File: src/rtl/bcd_display_scanner_pkg.sv
// Shared constants and types for the BCD display scanner: active-low segment
// patterns {g,f,e,d,c,b,a}, mode encodings and the digit-index type.
package bcd_display_scanner_pkg;

  typedef logic [1:0] digit_idx_t;

  typedef enum logic [1:0] {
    MODE_RUN    = 2'd0,
    MODE_ADJUST = 2'd1,
    MODE_PAUSE  = 2'd2
  } mode_t;

  localparam logic [6:0] SEG_0     = 7'b1000000;
  localparam logic [6:0] SEG_1     = 7'b1111001;
  localparam logic [6:0] SEG_2     = 7'b0100100;
  localparam logic [6:0] SEG_3     = 7'b0110000;
  localparam logic [6:0] SEG_4     = 7'b0011001;
  localparam logic [6:0] SEG_5     = 7'b0010010;
  localparam logic [6:0] SEG_6     = 7'b0000010;
  localparam logic [6:0] SEG_7     = 7'b1111000;
  localparam logic [6:0] SEG_8     = 7'b0000000;
  localparam logic [6:0] SEG_9     = 7'b0010000;
  localparam logic [6:0] SEG_DASH  = 7'b0111111;
  localparam logic [6:0] SEG_BLANK = 7'b1111111;

endpackage

File: src/rtl/bcd_to_seg.sv
// Combinational nibble to active-low seven-segment pattern; non-BCD nibbles
// show a dash, and the blank override turns every segment off.
module bcd_to_seg
  import bcd_display_scanner_pkg::*;
(
  input  logic [3:0] nibble,
  input  logic       blank,
  output logic [6:0] seg
);

  always_comb begin
    seg = SEG_DASH;
    if (blank) begin
      seg = SEG_BLANK;
    end else begin
      case (nibble)
        4'd0:    seg = SEG_0;
        4'd1:    seg = SEG_1;
        4'd2:    seg = SEG_2;
        4'd3:    seg = SEG_3;
        4'd4:    seg = SEG_4;
        4'd5:    seg = SEG_5;
        4'd6:    seg = SEG_6;
        4'd7:    seg = SEG_7;
        4'd8:    seg = SEG_8;
        4'd9:    seg = SEG_9;
        default: seg = SEG_DASH;
      endcase
    end
  end

endmodule

File: src/rtl/bcd_display_scanner.sv
// Scans a packed-BCD MM:SS word onto a 4-digit common-anode display, with a
// colon on digit 2, blink of the edited digit and a per-frame time latch.
module bcd_display_scanner
  import bcd_display_scanner_pkg::*;
#(
  parameter int REFRESH_DIV = 50000,
  parameter int BLINK_DIV   = 25000000
) (
  input  logic        clk,
  input  logic        rst,
  input  logic [15:0] time_bcd,
  input  logic [1:0]  mode,
  input  logic [1:0]  sel_digit,
  input  logic        blank,
  output logic [3:0]  an,
  output logic [6:0]  seg,
  output logic        dp
);

  localparam int RW = $clog2(REFRESH_DIV);
  localparam int BW = $clog2(BLINK_DIV);

  logic [RW-1:0] refresh_cnt;
  logic [BW-1:0] blink_cnt;
  digit_idx_t    idx;
  logic          phase;
  logic [15:0]   shadow;
  logic          refresh_wrap;
  logic          blink_wrap;

  assign refresh_wrap = (refresh_cnt == RW'(REFRESH_DIV - 1));
  assign blink_wrap   = (blink_cnt == BW'(BLINK_DIV - 1));

  // The shadow word only changes as the scan leaves digit 3, so a frame never tears.
  always_ff @(posedge clk or negedge rst) begin
    if (!rst) begin
      refresh_cnt <= '0;
      idx         <= '0;
      shadow      <= 16'h0000;
    end else if (refresh_wrap) begin
      refresh_cnt <= '0;
      idx         <= idx + 2'd1;
      if (idx == 2'd3) shadow <= time_bcd;
    end else begin
      refresh_cnt <= refresh_cnt + RW'(1);
    end
  end

  always_ff @(posedge clk or negedge rst) begin
    if (!rst) begin
      blink_cnt <= '0;
      phase     <= 1'b1;
    end else if (blink_wrap) begin
      blink_cnt <= '0;
      phase     <= ~phase;
    end else begin
      blink_cnt <= blink_cnt + BW'(1);
    end
  end

  logic [3:0] nibble;
  logic       digit_blank;
  logic [6:0] seg_nxt;
  logic [3:0] an_nxt;
  logic       dp_nxt;

  assign nibble      = shadow[{idx, 2'b00} +: 4];
  assign digit_blank = blank | ((mode == MODE_ADJUST) && (idx == sel_digit) && !phase);

  bcd_to_seg u_bcd_to_seg (
    .nibble (nibble),
    .blank  (digit_blank),
    .seg    (seg_nxt)
  );

  assign an_nxt = digit_blank ? 4'b1111 : ~(4'b0001 << idx);
  // Colon lives on digit 2; while paused it flashes with the blink phase.
  assign dp_nxt = !((idx == 2'd2) && !digit_blank && ((mode != MODE_PAUSE) || phase));

  always_ff @(posedge clk or negedge rst) begin
    if (!rst) begin
      an  <= 4'b1111;
      seg <= SEG_BLANK;
      dp  <= 1'b1;
    end else begin
      an  <= an_nxt;
      seg <= seg_nxt;
      dp  <= dp_nxt;
    end
  end

endmodule

File: config.mk
export PLATFORM = sky130hd
export DESIGN_NAME = bcd_display_scanner
export DESIGN_NICKNAME = d
export VERILOG_FILES = /design/src/rtl/bcd_display_scanner_pkg.sv /design/src/rtl/bcd_to_seg.sv /design/src/rtl/bcd_display_scanner.sv
export SDC_FILE = /design/constraint.sdc
export NUM_CORES = 1
export LEC_CHECK = 0
export ABC_AREA = 1
export ABC_CLOCK_PERIOD_IN_PS = 2200
export CAP_MARGIN = 20
export CORE_ASPECT_RATIO = 0.6
export CORE_MARGIN = 4
export CORE_UTILIZATION = 58
export DETAILED_ROUTE_END_ITERATION = 12
export PLACE_DENSITY = 0.8
export SLEW_MARGIN = 15
export SYNTH_ARGS = -nofsm -noshare
export SYNTH_HDL_FRONTEND = slang
export SYNTH_HIERARCHICAL = 1
export SYNTH_SLANG_ARGS = --single-unit
File: constraint.sdc
create_clock -name clk -period 2.2 [get_ports clk]
set_input_delay 0.33 -clock clk [delete_from_list [all_inputs] [get_ports clk]]
set_output_delay 0.33 -clock clk [all_outputs]
set_load 0.1 [all_outputs]
# Word level (Yosys, flattened, before mapping)
# Memories as Yosys holds them, arrays and structs flattened.
# Cells that the tools add are included.
# word_totals
inputBits	23
word_cells	37
romBits	112
memories	1
register_bits	72
# op_classes
n_mux	4
n_bitwise	3
shift	2
reduce_logical	9
addsub	3
eq_ne	7
# memory_table
name	depth	width	rd	rd_clocked_by_memory_dff	wr	line_no	source
(no name shown)	16	7	1	0	0	bcd_to_seg.sv:16	case (nibble)
# op_table
operator	count
adder 25 x 1 -> 25 bit, second input constant	1
== test 25 bit, second input constant	1
two-way mux 25 bit	1
adder 16 x 1 -> 16 bit, second input constant	1
== test 16 bit, second input constant	1
two-way mux 16 bit	1
variable part select 16 x 5 -> 4 bit	1
two-way mux 7 bit	1
== test 2 bit, second input constant	2
logical AND 1 bit	4
two-way mux 4 bit	1
inverter 4 bit	1
<< shifter 1 x 2 -> 4 bit, first input constant	1
zero test 1 bit	3
adder 2 x 1 -> 2 bit, second input constant	1
== test 2 x 1 -> 1 bit, second input constant	1
== test 2 bit	1
inequality test 2 bit, second input constant	1
AND reduction 2 bit	1
logical OR 1 bit	1
inverter 1 bit	1
OR 1 bit	1

# Logic depth before layout (Yosys ltp)
# Gate-level depths: netlist (run 1).
# logic_depth
word_depth	8
mapped_depth	10

# By module
# Netlist (run 1), hierarchy kept.
# modules_own_cells
mod	instances	area_each_um2	cells_each
bcd_display_scanner	1	3649.8	457
bcd_to_seg	1	196.4	37

# Worst setup path after synthesis (run 1)
# No wires, ideal clock.
# synth_path
path_type	register to register
start	register idx[0]
end	register seg[3]
required_time_ps	2117
period_less_slack_ps	1695
stages_incl_launch_ff	10
arrival_time_ps	1612
setup_ps	83
path_slack_ps	505
path_cell_list	dfrtp_1 -> buf_2 -> clkinv_1 -> nor2_1 -> o22ai_1 -> inv_1 -> ha_1 -> nand2_1 -> nand3_1 -> nand2_1
# synth_lines
element	line_no	source
start, declared	bcd_display_scanner.sv:25	digit_idx_t idx;
start signal, assigned	bcd_display_scanner.sv:42	idx <= idx + 2'd1;
variable part select 16 x 5 -> 4 bit	bcd_display_scanner.sv:67	assign nibble = shadow[{idx, 2'b00} +: 4];
via nibble[1]	bcd_display_scanner.sv:61	logic [3:0] nibble;
memory (16 x 7 bit)	-	
two-way mux 7 bit	bcd_to_seg.sv:13	if (blank) begin
via seg_nxt[3]	bcd_display_scanner.sv:63	logic [6:0] seg_nxt;
end signal, assigned	bcd_display_scanner.sv:87	seg <= seg_nxt;
end, declared	bcd_display_scanner.sv:16	output logic [6:0] seg,
# The timed path passes the listed nets, and every way through them passes these cells.
# A chain may end at the register's enable or synchronous reset.

# Worst setup path in the final report (run 1)
# Same ends and word-level chain as after synthesis.

==> flow_metrics.env, run 1 <==
export IMPL_status="completed"
export IMPL_cts_sinks=72
export IMPL_fin_nets=570
export IMPL_post_drt_via_cell_ratio=5.227
export IMPL_syn_area_per_cell_sq_um=7.786
export IMPL_worstPathMaxFanout=12
export IMPL_grt_pass1_vias=3068
export IMPL_die_w_microns=113.1
export IMPL_postPlaceCellArea_sq_mm=0.004247
export IMPL_final_setup_viol_count=0
export IMPL_crit_slowest_cell="dfrtp_2"
export IMPL_cts_buffers_inserted=9
export IMPL_synthMuxAreaShare_pct=0
export IMPL_grt_setup_unrepaired="false"
export IMPL_ys_types=31
export IMPL_dp_cells=608
export IMPL_clkTransAtPathRegs_ns=0.08
export IMPL_drt_total_wl_mm=8.596
export IMPL_hold_path_class="reg2reg"
export IMPL_netlist_instances=494
export IMPL_clock_latency_ns=0.36
export IMPL_max_stage_delay_ns=0.50
export IMPL_relSlewSlack_pct=58.32
export IMPL_antenna_cells=0
export IMPL_syn_nets=528
export IMPL_setup_ws_ns=0.2655
export IMPL_worstSetupPathType="reg2reg"
export IMPL_grt_ovfl_total=0
export IMPL_htreeDepth=3
export IMPL_firstDrtPassIters=5
export IMPL_cap_violations=0
export IMPL_worst_path_most_repeated_cell="nand2_1"
export IMPL_synth_compound_area_share_pct=2.798
export IMPL_place_congestion=0.9414
export IMPL_crit_chain="clkinvlp_4 > o21ai_0 > o22ai_1 > inv_1 > ha_1 > nand2_1 > nand3_1 > nand2_1"
export IMPL_start_util_pct=61.28
export IMPL_final_cell_mix="150 x nand2_1, 90 x nor2_1, 58 x dfrtp_1, 50 x inv_1, 26 x nand3_1"
export IMPL_drt_iter0_drc=285
export IMPL_stdcell_area_sq_mm=0.004478
export IMPL_r2r_slack_ns=0.27
export IMPL_period_share_pct=87.93
export IMPL_synth_simple_gate_area_share_pct=35.04
export IMPL_cp_start_kind="flop"
export IMPL_fmax_ghz=0.5169
export IMPL_grt_first_pass_wirelength_mm=14.77
export IMPL_pre_cts_ws_ns=0.1911
export IMPL_synth_warning_count=6
export IMPL_antenna_found_initial=0
export IMPL_layout_commonest_cell="nand2_1"
export IMPL_synth_top_family_by_area="simple AND/OR/NAND/NOR gates"
export IMPL_p_leak_nw=2.202
export IMPL_final_hold_viol_count=0
export IMPL_worst_pin_slew_ns=0.6252
export IMPL_io_pins=35
export IMPL_tns_ns=0
export IMPL_fillers=496
export IMPL_ctsRootBufferMaster="clkbuf_8"
export IMPL_die_area_sq_mm=0.008041
export IMPL_clock_skew_ns=0.004749
export IMPL_drc=0
export IMPL_peakVddDrop_mv=0.4266
export IMPL_die_y_microns=71.08
export IMPL_cp_required_ns=2.48
export IMPL_p_per_area_mw_per_mm2=567.9
export IMPL_core_sq_mm=0.006276
export IMPL_endpoint_kind="flop"
export IMPL_clockBufferDepth=2
export IMPL_synth_adder_area_share_pct=3.578
export IMPL_hpwl_mm=6.337
export IMPL_cp_arrival_ns=2.22
export IMPL_port_buffers=34
export IMPL_layout_cells_non_filler=625
export IMPL_row_count=22
export IMPL_ys_seq_area_share_pct=47.27
export IMPL_route_vias_total=3267
export IMPL_drive_gt1_share_pct=12.57
export IMPL_wire_per_inst_microns=13.75
export IMPL_area_growth_syn_to_layout_pct=16.43
export IMPL_cts_tree="yes"
export IMPL_finalMaxSlewViolations=0
export IMPL_synth_xor_xnor_area_share_pct=4.782
export IMPL_ys_seq_elements=72
export IMPL_grtUsageTotal_pct=23.37
export IMPL_post_route_min_period_ns=1.934
export IMPL_ant_nets=0
export IMPL_post_cts_setup_buffers=0
export IMPL_syn_area_sq_mm=0.003846
export IMPL_grt_max_degree=73
-- kinds of logic (layout without fill, tap and decap cells) --
group | Yosys count | count (layout)
xor+xnor | 21 | 21
simple gates | 307 | 307
flops | 72 | 72
buf+inv | 63 | 110
fa+ha+maj | 11 | 11
compound gates | 20 | 20
-- registers in the layout, summed over array words and instances (netlist names) --
| signal | cells |
|---|---|
| blink_cnt | 25 |
| refresh_cnt | 16 |
| shadow | 16 |
| seg | 7 |
| an | 4 |
| idx | 2 |
| dp | 1 |
| phase | 1 |
-- layout make-up --
| class | instances | area [sq um] | share of cell area, % |
|---|---|---|---|
| Clock buffer | 12 | 165.2 | 3.688 |
| Clock inverter | 4 | 51.30 | 1.146 |
| Inverter | 57 | 217.7 | 4.862 |
| Multi-Input combinational cell | 359 | 1777 | 39.68 |
| Sequential cell | 72 | 1819 | 40.63 |
| Tap cell | 84 | 105.1 | 2.347 |
| Timing Repair Buffer | 37 | 342.8 | 7.656 |
-- critical path, delay by kind of cell (launching register included) --
kind,cells,cell delay [ns]
DFF,1,0.50
and+or+nand+nor,3,0.28
adders and majority gates,1,0.31
buffers and inverters,2,0.36
AOI/OAI and AO/OA,2,0.42
-- routing by layer --
layer	global-route usage [%]	up-vias	wire [microns]
met2	32.28	101	3579
met3	7.350	15	591
li1	-	1627	-
met1	35.24	1524	4287
met5	0	-	0
met4	6.400	0	138
-- final timing paths --
kind | from | end | cells past startpoint
min in group asynchronous | rst | blink_cnt[9]$_DFF_PN0_ | 3
worst max-delay path | idx[0]$_DFFE_PN0N_ | seg[3]$_DFF_PN1_ | 8
worst min register to register | refresh_cnt[0]$_DFF_PN0_ | refresh_cnt[0]$_DFF_PN0_ | 1
worst min-delay path | refresh_cnt[0]$_DFF_PN0_ | refresh_cnt[0]$_DFF_PN0_ | 1
worst max register to register | idx[0]$_DFFE_PN0N_ | seg[3]$_DFF_PN1_ | 8
max in group asynchronous | rst | phase$_DFFE_PN1N_ | 3
-- metrics by stage --
stage | hold WS (ns) | util, % | power, mW
2_1_floorplan | 0.03441 | - | 1.378
3_3_place_gp | 0.3835 | 67.66 | 1.451
3_5_place_dp | 0.3809 | 67.66 | 1.452
4_1_cts | 0.4750 | 71.27 | 2.574
5_1_grt | 0.5156 | 71.35 | 2.647
6_report | 0.4692 | 71.35 | 2.543
-- cells in the mapped netlist --
library cell / instances / area share [%]
o21ai_0: 8 / 1.0
and2_1: 2 / 0.33
nand3_1: 26 / 3.4
buf_2: 3 / 0.39
nand2_1: 150 / 15
a21oi_1: 7 / 0.91
nor3b_1: 1 / 0.20
nand4_1: 19 / 3.1
nor2_1: 90 / 8.8
clkbuf_1: 1 / 0.097
xnor2_1: 2 / 0.46
buf_4: 1 / 0.20
nand3_4: 1 / 0.46
nor2_2: 4 / 0.65
inv_2: 6 / 0.59
ha_1: 11 / 3.6
nand4_2: 1 / 0.33
xor2_1: 19 / 4.3
nor3_2: 1 / 0.26
o22ai_1: 4 / 0.65
nor3_1: 3 / 0.39
nor2_8: 2 / 1.0
clkinv_1: 1 / 0.097
buf_6: 1 / 0.29
nand2_2: 4 / 0.65
inv_1: 50 / 4.9
dfstp_2: 13 / 8.9
nor2_4: 2 / 0.59
o21bai_1: 1 / 0.20
dfrtp_1: 59 / 38
nand3_2: 1 / 0.26
-- power breakdown --
group | switching (mW) | internal, mW
clock network | 0.499 | 0.616
registers | 0.000520 | 1.33
logic | 0.0555 | 0.0442
-- what timing repair did --
item | CTS | global route
endpoints found under the hold margin | 2 | 0
gates resized for setup | 0 | 2
hold buffers | 1 | 0
endpoints found under the setup margin | 0 | 6
Note: power is estimated with default switching activity, not from simulation.
==> inputs of run 2 (changes only) <==
- GPL_ROUTABILITY_DRIVEN: unset -> 1
==> results of run 2 <==
Same layout as run 1: the final DEF is identical, and so are final timing and power.
